--- config.mk ---
export PLATFORM = sky130hd
export DESIGN_NAME = alu_arbiter
export DESIGN_NICKNAME = d
export VERILOG_FILES = /design/src/rtl/alu_arbiter.sv
export SDC_FILE = /design/constraint.sdc
export NUM_CORES = 1
export LEC_CHECK = 0
export CORE_MARGIN = 8
export CORE_UTILIZATION = 39
export CTS_CLUSTER_SIZE = 10
export DETAILED_ROUTE_END_ITERATION = 7
export GPL_ROUTABILITY_DRIVEN = 1
export GPL_TIMING_DRIVEN = 0
export PLACE_DENSITY = 0.88
export SLEW_MARGIN = 5
export SYNTH_ARGS = -nofsm -noshare
export SYNTH_HDL_FRONTEND = slang
export SYNTH_SLANG_ARGS = --single-unit
--- constraint.sdc ---
create_clock -name clk -period 2.1 [get_ports clk]
set_input_delay 0.42 -clock clk [delete_from_list [all_inputs] [get_ports clk]]
set_output_delay 0.42 -clock clk [all_outputs]
set_load 0.05 [all_outputs]
--- src/rtl/alu_arbiter.sv ---
// Two-requester front end for a shared combinational ALU: round-robin grant,
// IDLE/EXEC/RESP sequencing, architectural Z/N/C/V flags and one response channel.
module alu_arbiter #(
    parameter int DATA_W = 32,
    parameter int OPC_W  = 5
) (
    input  logic              clk,
    input  logic              rst_n,

    input  logic              req0_valid,
    output logic              req0_ready,
    input  logic [OPC_W-1:0]  req0_opcode,
    input  logic [DATA_W-1:0] req0_a,
    input  logic [DATA_W-1:0] req0_b,
    input  logic              req0_s,

    input  logic              req1_valid,
    output logic              req1_ready,
    input  logic [OPC_W-1:0]  req1_opcode,
    input  logic [DATA_W-1:0] req1_a,
    input  logic [DATA_W-1:0] req1_b,
    input  logic              req1_s,

    output logic              rsp_valid,
    input  logic              rsp_ready,
    output logic              rsp_id,
    output logic [DATA_W-1:0] rsp_result,
    output logic [3:0]        rsp_flags,
    output logic              rsp_err,

    output logic [DATA_W-1:0] alu_a,
    output logic [DATA_W-1:0] alu_b,
    output logic [OPC_W-1:0]  alu_opcode,
    output logic              alu_carry,
    input  logic [DATA_W-1:0] alu_result,
    input  logic              alu_z,
    input  logic              alu_n,
    input  logic              alu_c,
    input  logic              alu_v,

    output logic              flag_z,
    output logic              flag_n,
    output logic              flag_c,
    output logic              flag_v
);

    typedef enum logic [1:0] {IDLE, EXEC, RESP} state_t;

    localparam logic [OPC_W-1:0] OPC_ARITH_LO = OPC_W'(2);
    localparam logic [OPC_W-1:0] OPC_ARITH_HI = OPC_W'(7);
    localparam logic [OPC_W-1:0] OPC_CMP_LO   = OPC_W'(8);
    localparam logic [OPC_W-1:0] OPC_CMP_HI   = OPC_W'(11);
    localparam logic [OPC_W-1:0] OPC_LAST     = OPC_W'(20);

    state_t              state_q;
    logic                last_grant_q;
    logic                id_q;
    logic                s_q;
    logic [OPC_W-1:0]    op_q;
    logic [DATA_W-1:0]   a_q;
    logic [DATA_W-1:0]   b_q;
    logic                fz_q, fn_q, fc_q, fv_q;
    logic                rsp_valid_q;
    logic                rsp_id_q;
    logic                rsp_err_q;
    logic [DATA_W-1:0]   rsp_result_q;
    logic [3:0]          rsp_flags_q;

    logic                gnt_vld;
    logic                gnt_id;
    logic                is_cmp;
    logic                is_arith;
    logic                is_ill;
    logic                upd_znc;
    logic                upd_v;

    // On a tie the requester that did not win last time is served.
    always_comb begin
        gnt_vld    = req0_valid | req1_valid;
        gnt_id     = (req0_valid && req1_valid) ? ~last_grant_q : req1_valid;
        req0_ready = (state_q == IDLE) && gnt_vld && !gnt_id;
        req1_ready = (state_q == IDLE) && gnt_vld && gnt_id;
    end

    always_comb begin
        is_cmp   = (op_q >= OPC_CMP_LO) && (op_q <= OPC_CMP_HI);
        is_arith = (op_q >= OPC_ARITH_LO) && (op_q <= OPC_ARITH_HI);
        is_ill   = (op_q > OPC_LAST);
        upd_znc  = !is_ill && (is_cmp || s_q);
        upd_v    = !is_ill && (is_cmp || (is_arith && s_q));
    end

    always_ff @(posedge clk or negedge rst_n) begin
        if (!rst_n) begin
            state_q      <= IDLE;
            last_grant_q <= 1'b1;
            id_q         <= 1'b0;
            s_q          <= 1'b0;
            op_q         <= '0;
            a_q          <= '0;
            b_q          <= '0;
            fz_q         <= 1'b0;
            fn_q         <= 1'b0;
            fc_q         <= 1'b0;
            fv_q         <= 1'b0;
            rsp_valid_q  <= 1'b0;
            rsp_id_q     <= 1'b0;
            rsp_err_q    <= 1'b0;
            rsp_result_q <= '0;
            rsp_flags_q  <= '0;
        end else begin
            case (state_q)
                IDLE: begin
                    if (gnt_vld) begin
                        op_q         <= gnt_id ? req1_opcode : req0_opcode;
                        a_q          <= gnt_id ? req1_a      : req0_a;
                        b_q          <= gnt_id ? req1_b      : req0_b;
                        s_q          <= gnt_id ? req1_s      : req0_s;
                        id_q         <= gnt_id;
                        last_grant_q <= gnt_id;
                        state_q      <= EXEC;
                    end
                end
                EXEC: begin
                    rsp_valid_q <= 1'b1;
                    rsp_id_q    <= id_q;
                    if (is_ill) begin
                        rsp_err_q    <= 1'b1;
                        rsp_result_q <= '0;
                        rsp_flags_q  <= {fz_q, fn_q, fc_q, fv_q};
                    end else begin
                        rsp_err_q    <= 1'b0;
                        rsp_result_q <= is_cmp ? '0 : alu_result;
                        rsp_flags_q  <= {alu_z, alu_n, alu_c, alu_v};
                    end
                    if (upd_znc) begin
                        fz_q <= alu_z;
                        fn_q <= alu_n;
                        fc_q <= alu_c;
                    end
                    if (upd_v) begin
                        fv_q <= alu_v;
                    end
                    state_q <= RESP;
                end
                RESP: begin
                    if (rsp_ready) begin
                        rsp_valid_q <= 1'b0;
                        state_q     <= IDLE;
                    end
                end
                default: state_q <= IDLE;
            endcase
        end
    end

    assign alu_a      = a_q;
    assign alu_b      = b_q;
    assign alu_opcode = op_q;
    assign alu_carry  = fc_q;

    assign rsp_valid  = rsp_valid_q;
    assign rsp_id     = rsp_id_q;
    assign rsp_result = rsp_result_q;
    assign rsp_flags  = rsp_flags_q;
    assign rsp_err    = rsp_err_q;

    assign flag_z = fz_q;
    assign flag_n = fn_q;
    assign flag_c = fc_q;
    assign flag_v = fv_q;

endmodule
# After elaboration in Yosys (flattened, before gate mapping)
# Cells that the tools add are included.
[classes] mux=14 n_reduce_logical=20 eq_ne=4 n_bitwise=2 magnitude_cmp=5
[op_table] op="32-bit 2-to-1 mux" n=4
[op_table] op="2-bit AND reduction" n=5
[op_table] op="1-bit logical AND" n=9
[op_table] op="2-bit case mux with 3 select lines" n=1
[op_table] op="5-bit by 2-bit greater-or-equal comparator with 1-bit output, second input constant" n=1
[op_table] op="5-bit by 4-bit greater-or-equal comparator with 1-bit output, second input constant" n=1
[op_table] op="5-bit greater-than comparator, second input constant" n=1
[op_table] op="5-bit by 3-bit less-or-equal comparator with 1-bit output, second input constant" n=1
[op_table] op="5-bit by 4-bit less-or-equal comparator with 1-bit output, second input constant" n=1
[op_table] op="5-bit 2-to-1 mux" n=1
[op_table] op="1-bit 2-to-1 mux" n=4
[op_table] op="2-bit 2-to-1 mux" n=2
[op_table] op="4-bit 2-to-1 mux" n=1
[op_table] op="2-bit inequality test, second input constant" n=2
[op_table] op="2-bit by 1-bit == test with 1-bit output, second input constant" n=1
[op_table] op="2-bit == test, second input constant" n=1
[op_table] op="1-bit logical NOT" n=2
[op_table] op="2-bit logical NOT" n=1
[op_table] op="1-bit logical OR" n=2
[op_table] op="1-bit case mux with 2 select lines" n=1
[op_table] op="2-bit nonzero test" n=1
[op_table] op="1-bit inverter" n=1
[op_table] op="1-bit OR" n=1
[totals] reg_bits=117 elab_cells=61 out_inout_bits=115 inputBits=181

# Logic depth before layout (Yosys ltp)
# Gate-level depths: netlist of run 1.
[logic_depth] word_depth=6 mapped_depth=5 ltp_nobuf=3

# Worst setup path before layout of run 1
# Ideal clock, no wire load.
[synth_timing] path_type="register to register" start="reg op_q[4], in the netlist alu_opcode[4]" end="reg fv_q, in the netlist flag_v" period_less_slack_ns=1.818 arrival_time_ns=1.692 setup_time_ns=0.126 path_slack_ns=0.282 path_stages_with_launch=5 cell_sequence="dfrtp_1 -> buf_2 -> nor3b_1 -> mux2_2 -> a311o_1"
[synth_between] elab_chain_cells=6 elab_cells_between_ends=12
[synth_rtl] item="from (decl)" line_no="59" rtl="logic [OPC_W-1:0] op_q;"
[synth_rtl] item="from (signal assigned)" line_no="115" rtl="op_q <= gnt_id ? req1_opcode : req0_opcode;"
[synth_rtl] item="5-bit by 2-bit greater-or-equal comparator with 1-bit output / 5-bit by 3-bit less-or-equal comparator with 1-bit output (equally long branches)" line_no="87" rtl="is_arith = (op_q >= OPC_ARITH_LO) && (op_q <= OPC_ARITH_HI);"
[synth_rtl] item="1-bit logical AND" line_no="87"
[synth_rtl] item="1-bit logical AND" line_no="90" rtl="upd_v = !is_ill && (is_cmp || (is_arith && s_q));"
[synth_rtl] item="1-bit logical OR" line_no="90"
[synth_rtl] item="1-bit logical AND (*)" line_no="90"
[synth_rtl] item="2-bit AND reduction (no source line) (*)"
[synth_rtl] item="to (signal assigned)" line_no="142" rtl="fv_q <= alu_v;"
[synth_rtl] item="to (decl)" line_no="62" rtl="logic fz_q, fn_q, fc_q, fv_q;"
# Every way passes the cells marked *; elsewhere a longest branch is shown, timed or not.
# A chain may end at the register's enable or synchronous reset.

# Worst setup path in the final report of run 1
[layout_timing] start="reg fn_q, in the netlist flag_n" end="out flag_n"
[layout_lines] item="from (decl)" line_no="62"
[layout_lines] item="from (signal assigned)" line_no="138" rtl="fn_q <= alu_n;"
[layout_lines] item="to (decl)" line_no="42" rtl="output logic flag_n,"
# No word-level cell between the ends.

==> metrics.md, run 1 <==
| Metric | Value |
|---|---|
| Post-synth ARST share | `100%` |
| Post-synth cell types | `38` |
| Share of the synthesized area in the top cell type | `55.8%` |
| Clock share of power | `between 10% and 20%` |
| Fin Clk Skew | `0.00872 ns` |
| Post-synth top flop | `dfrtp_1` |
| FF-to-FF path depth | `6` |
| Max VDD drop | `0.972 mV` |
| First-pass GRT wire length | `32,400 µm` |
| Synth cell count leaders | `dfrtp_1 (116), a221o_1 (70), nand2_1 (70), a21boi_0 (67), o21ai_0 (29)` |
| Clock sink total | `117` |
| NetSw | `7.94 mW` |
| Worst slew pin tran | `0.566 ns` |
| Die area | `between 15,000 and 20,000 µm²` |
| Crit path time final | `between 2 and 2.5 ns` |
| GPL Wtd Cong | `0.908` |
| Clock Pin Slew Worst Setup and Hold Paths | `0.06 ns` |
| ANT cells | `0` |
| Logic pwr share | `about three fifths` |
| 1st-pass router iterations | `4` |
| Pre-CTS setup slack | `-0.879 ns` |
| Fmax | `0.485 GHz` |
| Die width | `about 130 µm` |
| HP Class | `reg2reg` |
| Most frequent cell after synthesis | `dfrtp_1` |
| Worst Setup EP | `flag_n` |
| Post-Syn Nets | `637` |
| Vias in the first global route | `5,833` |
| Mean post-synth cell area | `11.4 µm²` |
| Reg2reg end | `alu_a[31]` |
| Final WS setup | `0.0393 ns` |
| HPWL Detailed | `15,700 µm` |
| Largest net degree at the start of global routing | `66` |
| Final Setup Violations | `0` |
| Post-synth EDFFs | `0` |
| Routed len/inst | `21.2 µm` |
| Sw frac | `47.9%` |
| Critical-path cell list | `clkdlybuf4s50_1` |
| Post-synthesis sequential area ratio | `56.3%` |
| PwrDens | `1840 nW/µm²` |
| CP max stage cell | `clkdlybuf4s50_1` |
| Top Family by Delay on Critical Path | `buffers and inverters` |
| Fin crit share | `98.1%` |
| Ports | `296` |
| CP max stage delay | `0.85 ns` |
| Core Util, Final | `slightly below 70%` |
| Dpl cell area | `8400 µm²` |
| R2r startpoint | `state_q[1]` |
| CP required | `1.68 ns` |
| Static Leak | `~3.7 nW` |
| Final hold slack | `0.486 ns` |
| Hold Vio Cnt, Final | `0` |
| Worst R2R Setup Slack | `0.21 ns` |
| Root buffer cell | `clkbuf_16` |
| CTS max path bufs | `2` |
| Max_cap viols | `0` |
| Slew headroom | `between 60% and 70%` |
| Yosys warnings | `0` |
| Share of layout cells above drive strength 1 | `about a tenth` |
| WS Path Type | `reg2out` |
| Max Transition Viols Final | `0` |
| Part of the power in registers | `approximately 24%` |
| Post-Syn Instances | `456` |
| IO Port Bufs | `295` |
| RSZ-0062 raised after global routing | `no` |
| Initial core utilization | `between 30% and 40%` |
| Clock Latency Late Sink | `0.40 ns` |
| Area Growth Syn to Fin | `73.9%` |
| Via count | `5,196` |
| Top post-synthesis cells by area | `dfrtp_1 (56%), a221o_1 (13%), a21boi_0 (9.7%)` |
| Critical path startpoint | `flag_n` |
| Worst Path Max Fanout | `3` |
| GRT Util Overall | `a little under a quarter` |
| DRC | `0` |
| Internal Power | `8.65 mW` |
| Layout net count | `955` |
| Row count | `42` |
| Crit path depth | `1` |
| Die Y | `131 µm` |
| CTS Buf Count | `17` |
| Finished Cell Area | `9040 µm²` |
| Outcome | `completed` |
| Post-synth top area cell | `dfrtp_1` |
| Core footprint | `13,100 µm²` |
| Routed Antenna Nets | `0` |
| DRT iter0 DRCs | `273` |
| Antenna violations before repair | `0` |
| Htree depth | `4` |
| CP Capture Type | `primary output` |
| Nature of the critical path startpoint | `flop` |
| Post-Syn Area | `a little over 5000 µm²` |
| Worst Path Arrival | `1.64 ns` |
| Total wire length | `20,400 µm` |
| Flops & latches, synth | `117` |
| Buf+Inv Stages, Crit Path | `1` |
| Global route total overflow | `0` |
| DR vias/cell | `5.40` |
| CTS tree | `built` |
final cells by class:
cell class / count / area, µm²
plain buffers: 43 / 262
clock buffers: 20 / 447
well taps: 176 / 220
inverters: 3 / 11.3
multi-input cells: 290 / 2010
flip-flops and latches: 117 / 2930
fillers: 933 / 4100
clock inverters: 12 / 130
repair buffers: 302 / 3030
cell usage in the layout (no fill, tap or decap), types with 3 or more instances in the layout:
master           Yosys  routed
a21boi_0            67      67
a221o_1             70      70
a31oi_1              4       4
buf_2               14      12
buf_4                2       7
buf_6                8       7
buf_8                0       3
clkbuf_1            19      19
clkbuf_16            0      17
clkbuf_2             3       4
clkdlybuf4s50_1      0     286
clkinv_2             0       3
clkinvlp_4           0       5
dfrtp_1            116     114
dlygate4sd2_1        0       6
inv_1                3       3
mux2_1               3       3
nand2_1             70      70
nor2_1               6       6
o211ai_1             4       4
o21ai_0             29      29
o21ai_1             11      11
power groups by stage:
stage / sequential (mW) / clock (mW) / combinational, mW
floorplan: 7.39 / 0 / 2.75
global placement: 3.99 / 0 / 9.45
detailed placement: 4.03 / 0 / 9.66
CTS: 4.02 / 2.86 / 9.81
global route: 4.16 / 2.97 / 10.3
finish: 4.04 / 2.82 / 9.74
logic make-up (layout without fill, tap and decap cells):
kind of cell | after synthesis | after routing | synth area share (%)
buffers and inverters | 49 | 380 | 5.25
and+or+nand+nor | 89 | 89 | 7.46
AOI/OAI and AO/OA | 197 | 197 | 30.1
DFF | 117 | 117 | 56.3
muxes | 4 | 4 | 0.866
flip-flops by register name, indices dropped and copies added, names as in the netlist:
name	count
rsp_err	1
rsp_result	32
id_q	1
last_grant_q	1
flag_v	1
s_q	1
rsp_id	1
alu_opcode	5
alu_b	32
rsp_flags	4
flag_z	1
rsp_valid	1
state_q	2
alu_a	32
flag_n	1
alu_carry	1
worst min path at each step:
stage | from | endpoint | slack (ns) | cells past startpoint
2_1_floorplan | rst_n | alu_a[0] | 0.12 | 0
3_3_place_gp | rsp_id | rsp_id | 0.46 | 2
3_5_place_dp | rst_n | rsp_result[23] | 0.41 | 1
4_1_cts | rsp_result[13] | rsp_result[13] | 0.49 | 2
5_1_grt | rsp_result[13] | rsp_result[13] | 0.50 | 2
6_report | rsp_result[19] | rsp_result[19] | 0.49 | 2
per-stage QoR:
stage	cells	TNS, ns	total power, mW
detailed placement	928	-21.36	13.7
global route	963	0	17.4
global placement	927	-449.80	13.4
floorplan	456	0	10.1
CTS	965	-0.00118	16.7
finish	963	0	16.6
layer usage:
layer / GRT usage, % / vias up / share of wire, %
li1: - / 2349 / -
met4: 8.81 / 0 / 2.9
met5: 0 / - / 0
met1: 26.4 / 2516 / 39
met3: 8.80 / 45 / 8.8
met2: 39.7 / 286 / 49
timing repair:
item | in CTS | in global routing
gates resized for setup | 35 | 1
buffers inserted | 4 | 1
hold endpoints to repair | 47 | 0
hold buffers | 1 | 0
endpoints found under the setup margin | 15 | 41
pin swaps | 1 | 1
Power figures use the tool's default switching activity.
==> run 2: changes to the inputs <==
Settings changed: CORE_UTILIZATION 39 to 42, PLACE_DENSITY 0.88 to 0.93.
Clock period 2.1 ns to 2.45 ns, I/O delays scaled along.
==> metrics.md, run 2 (same netlist as run 1, synthesis figures left out) <==
| Metric | Value |
|---|---|
| Area Growth Syn to Fin | `72.9%` |
| Dpl cell area | `8390 µm²` |
| Routed Antenna Nets | `0` |
| Static Leak | `around 3.7 nW` |
| Largest net degree at the start of global routing | `60` |
| FF/Latch Area | `2930 µm²` |
| CP max stage cell | `clkdlybuf4s50_1` |
| Ports | `296` |
| Fin crit share | `between 90% and 100%` |
| Worst Path Max Fanout | `9` |
| HPWL Detailed | `15,900 µm` |
| RSZ-0062 raised after global routing | `no` |
| Commonest non-fill, non-tap cells in the layout | `clkdlybuf4s50_1 (292), dfrtp_1 (116), nand2_1 (70), a221o_1 (70), a21boi_0 (67)` |
| DRC | `0` |
| Core footprint | `~12,000 µm²` |
| ANT cells | `0` |
| PwrDens | `1580 nW/µm²` |
| GRT Util Overall | `25.3%` |
| Row count | `40` |
| Die Y | `~130 µm` |
| CP required | `1.96 ns` |
| HP Class | `in2async` |
| Clock sink total | `117` |
| GPL Wtd Cong | `0.854` |
| Root buffer cell | `clkbuf_16` |
| CTS Buf Count | `17` |
| Fmax | `between 0.4 and 0.5 GHz` |
| Buf+Inv Stages, Crit Path | `1` |
| Max Transition Viols Final | `0` |
| Layout net count | `~950` |
| Hold Vio Cnt, Final | `0` |
| Outcome | `completed` |
| Total wire length | `roughly 21,000 µm` |
| CP Capture Type | `primary output` |
| Fill cells | `782` |
| Clock Latency Late Sink | `just over 0.4 ns` |
| Antenna violations before repair | `0` |
| Share of layout cells above drive strength 1 | `8.79%` |
| CTS tree | `built` |
| Worst Path Arrival | `1.84 ns` |
| First-pass GRT wire length | `31,800 µm` |
| Initial core utilization | `43.1%` |
| Vias in the first global route | `5,733` |
| Total power | `14.2 mW` |
| Finished Cell Area | `between 8000 and 9000 µm²` |
| CP max stage delay | `0.90 ns` |
| Nature of the critical path startpoint | `flop` |
| Commonest non-fill, non-tap cell in the layout | `clkdlybuf4s50_1` |
| DRT iter0 DRCs | `397` |
| Final hold slack | `0.0585 ns` |
| Worst slew pin tran | `0.635 ns` |
| Max_cap viols | `0` |
| Die area | `16,200 µm²` |
| Area of the multi-input gates | `2000 µm²` |
| Clock Pin Slew Worst Setup and Hold Paths | `0.05 ns` |
| Top Family by Delay on Critical Path | `buffers and inverters` |
| Via count | `between 5,000 and 6,000` |
| IO Port Bufs | `about 300` |
| Core Util, Final | `74.5%` |
| WS Path Type | `reg2out` |
| Critical-path cell list | `clkdlybuf4s50_1` |
| 1st-pass router iterations | `5` |
| Final Setup Violations | `0` |
| Fin Clk Skew | `0.00955 ns` |
| DR vias/cell | `5.52` |
| Die width | `127 µm` |
| Global route total overflow | `0` |
| Crit path time final | `2.33 ns` |
| Htree depth | `4` |
| Max VDD drop | `0.964 mV` |
| Routed len/inst | `21.8 µm` |
| Slew headroom | `57.5%` |
| CTS max path bufs | `2` |
| CTS Hold Bufs | `0` |
## run 2: area by class of cell
| cell class | instances | share of cell area [%] |
|---|---|---|
| Multi-Input combinational cell | 290 | 22.3 |
| Inverter | 3 | 0.125 |
| Clock buffer | 21 | 5.01 |
| Buffer | 46 | 2.96 |
| Sequential cell | 117 | 32.6 |
| Clock inverter | 10 | 1.46 |
| Timing Repair Buffer | 298 | 33.2 |
| Tap cell | 168 | 2.34 |
## run 2: worst paths after layout
check | from | to | slack [ns] | depth (start not counted)
worst max-delay path | alu_opcode[2] | alu_opcode[2] | 0.12 | 1
worst min-delay path | rst_n | rsp_result[26] | 0.06 | 1
worst max register to register | state_q[0] | alu_b[1] | 0.63 | 5
worst min register to register | rsp_result[11] | rsp_result[11] | 0.48 | 2
max in group asynchronous | rst_n | alu_b[2] | 1.69 | 2
min in group clk | rsp_result[11] | rsp_result[11] | 0.48 | 2
## run 2: repair_timing
item,in CTS,in global routing
buffers inserted,2,0
gates resized for setup,10,4
endpoints found under the setup margin,2,2
endpoints found under the hold margin,0,0
gates cloned,0,0
pin swaps,1,0
## run 2: power breakdown
part           total [mW]  internal [mW]  switching, mW
clock                2.47           1.61          0.857
combinational        8.30           3.01           5.29
sequential           3.47           2.86          0.606
## run 2: routing by layer
metal	vias to the layer above	track usage (%)	wire length, µm	part of all wire, %
met5	-	0	0	0
met4	0	10.2	545	2.6
met1	2597	27.5	7910	38
met2	284	43.5	10300	49
li1	2344	-	-	-
met3	36	9.65	2040	9.8
## run 2: through the flow
| stage | std cells | TNS (ns) | setup WS, ns |
|---|---|---|---|
| finish | 953 | 0 | 0.116 |
| global route | 953 | 0 | 0.0200 |
| CTS | 953 | 0 | 0.000822 |
| detailed placement | 920 | -1.70 | -0.532 |
| global placement | 919 | -396.78 | -3.39 |
| floorplan | 456 | 0 | 0.632 |
==> run 3: changes to the inputs <==
Settings changed: CTS_CLUSTER_SIZE 10 to not set.
==> results of run 3 <==
Final layout, timing and power as in run 2 (identical DEF).
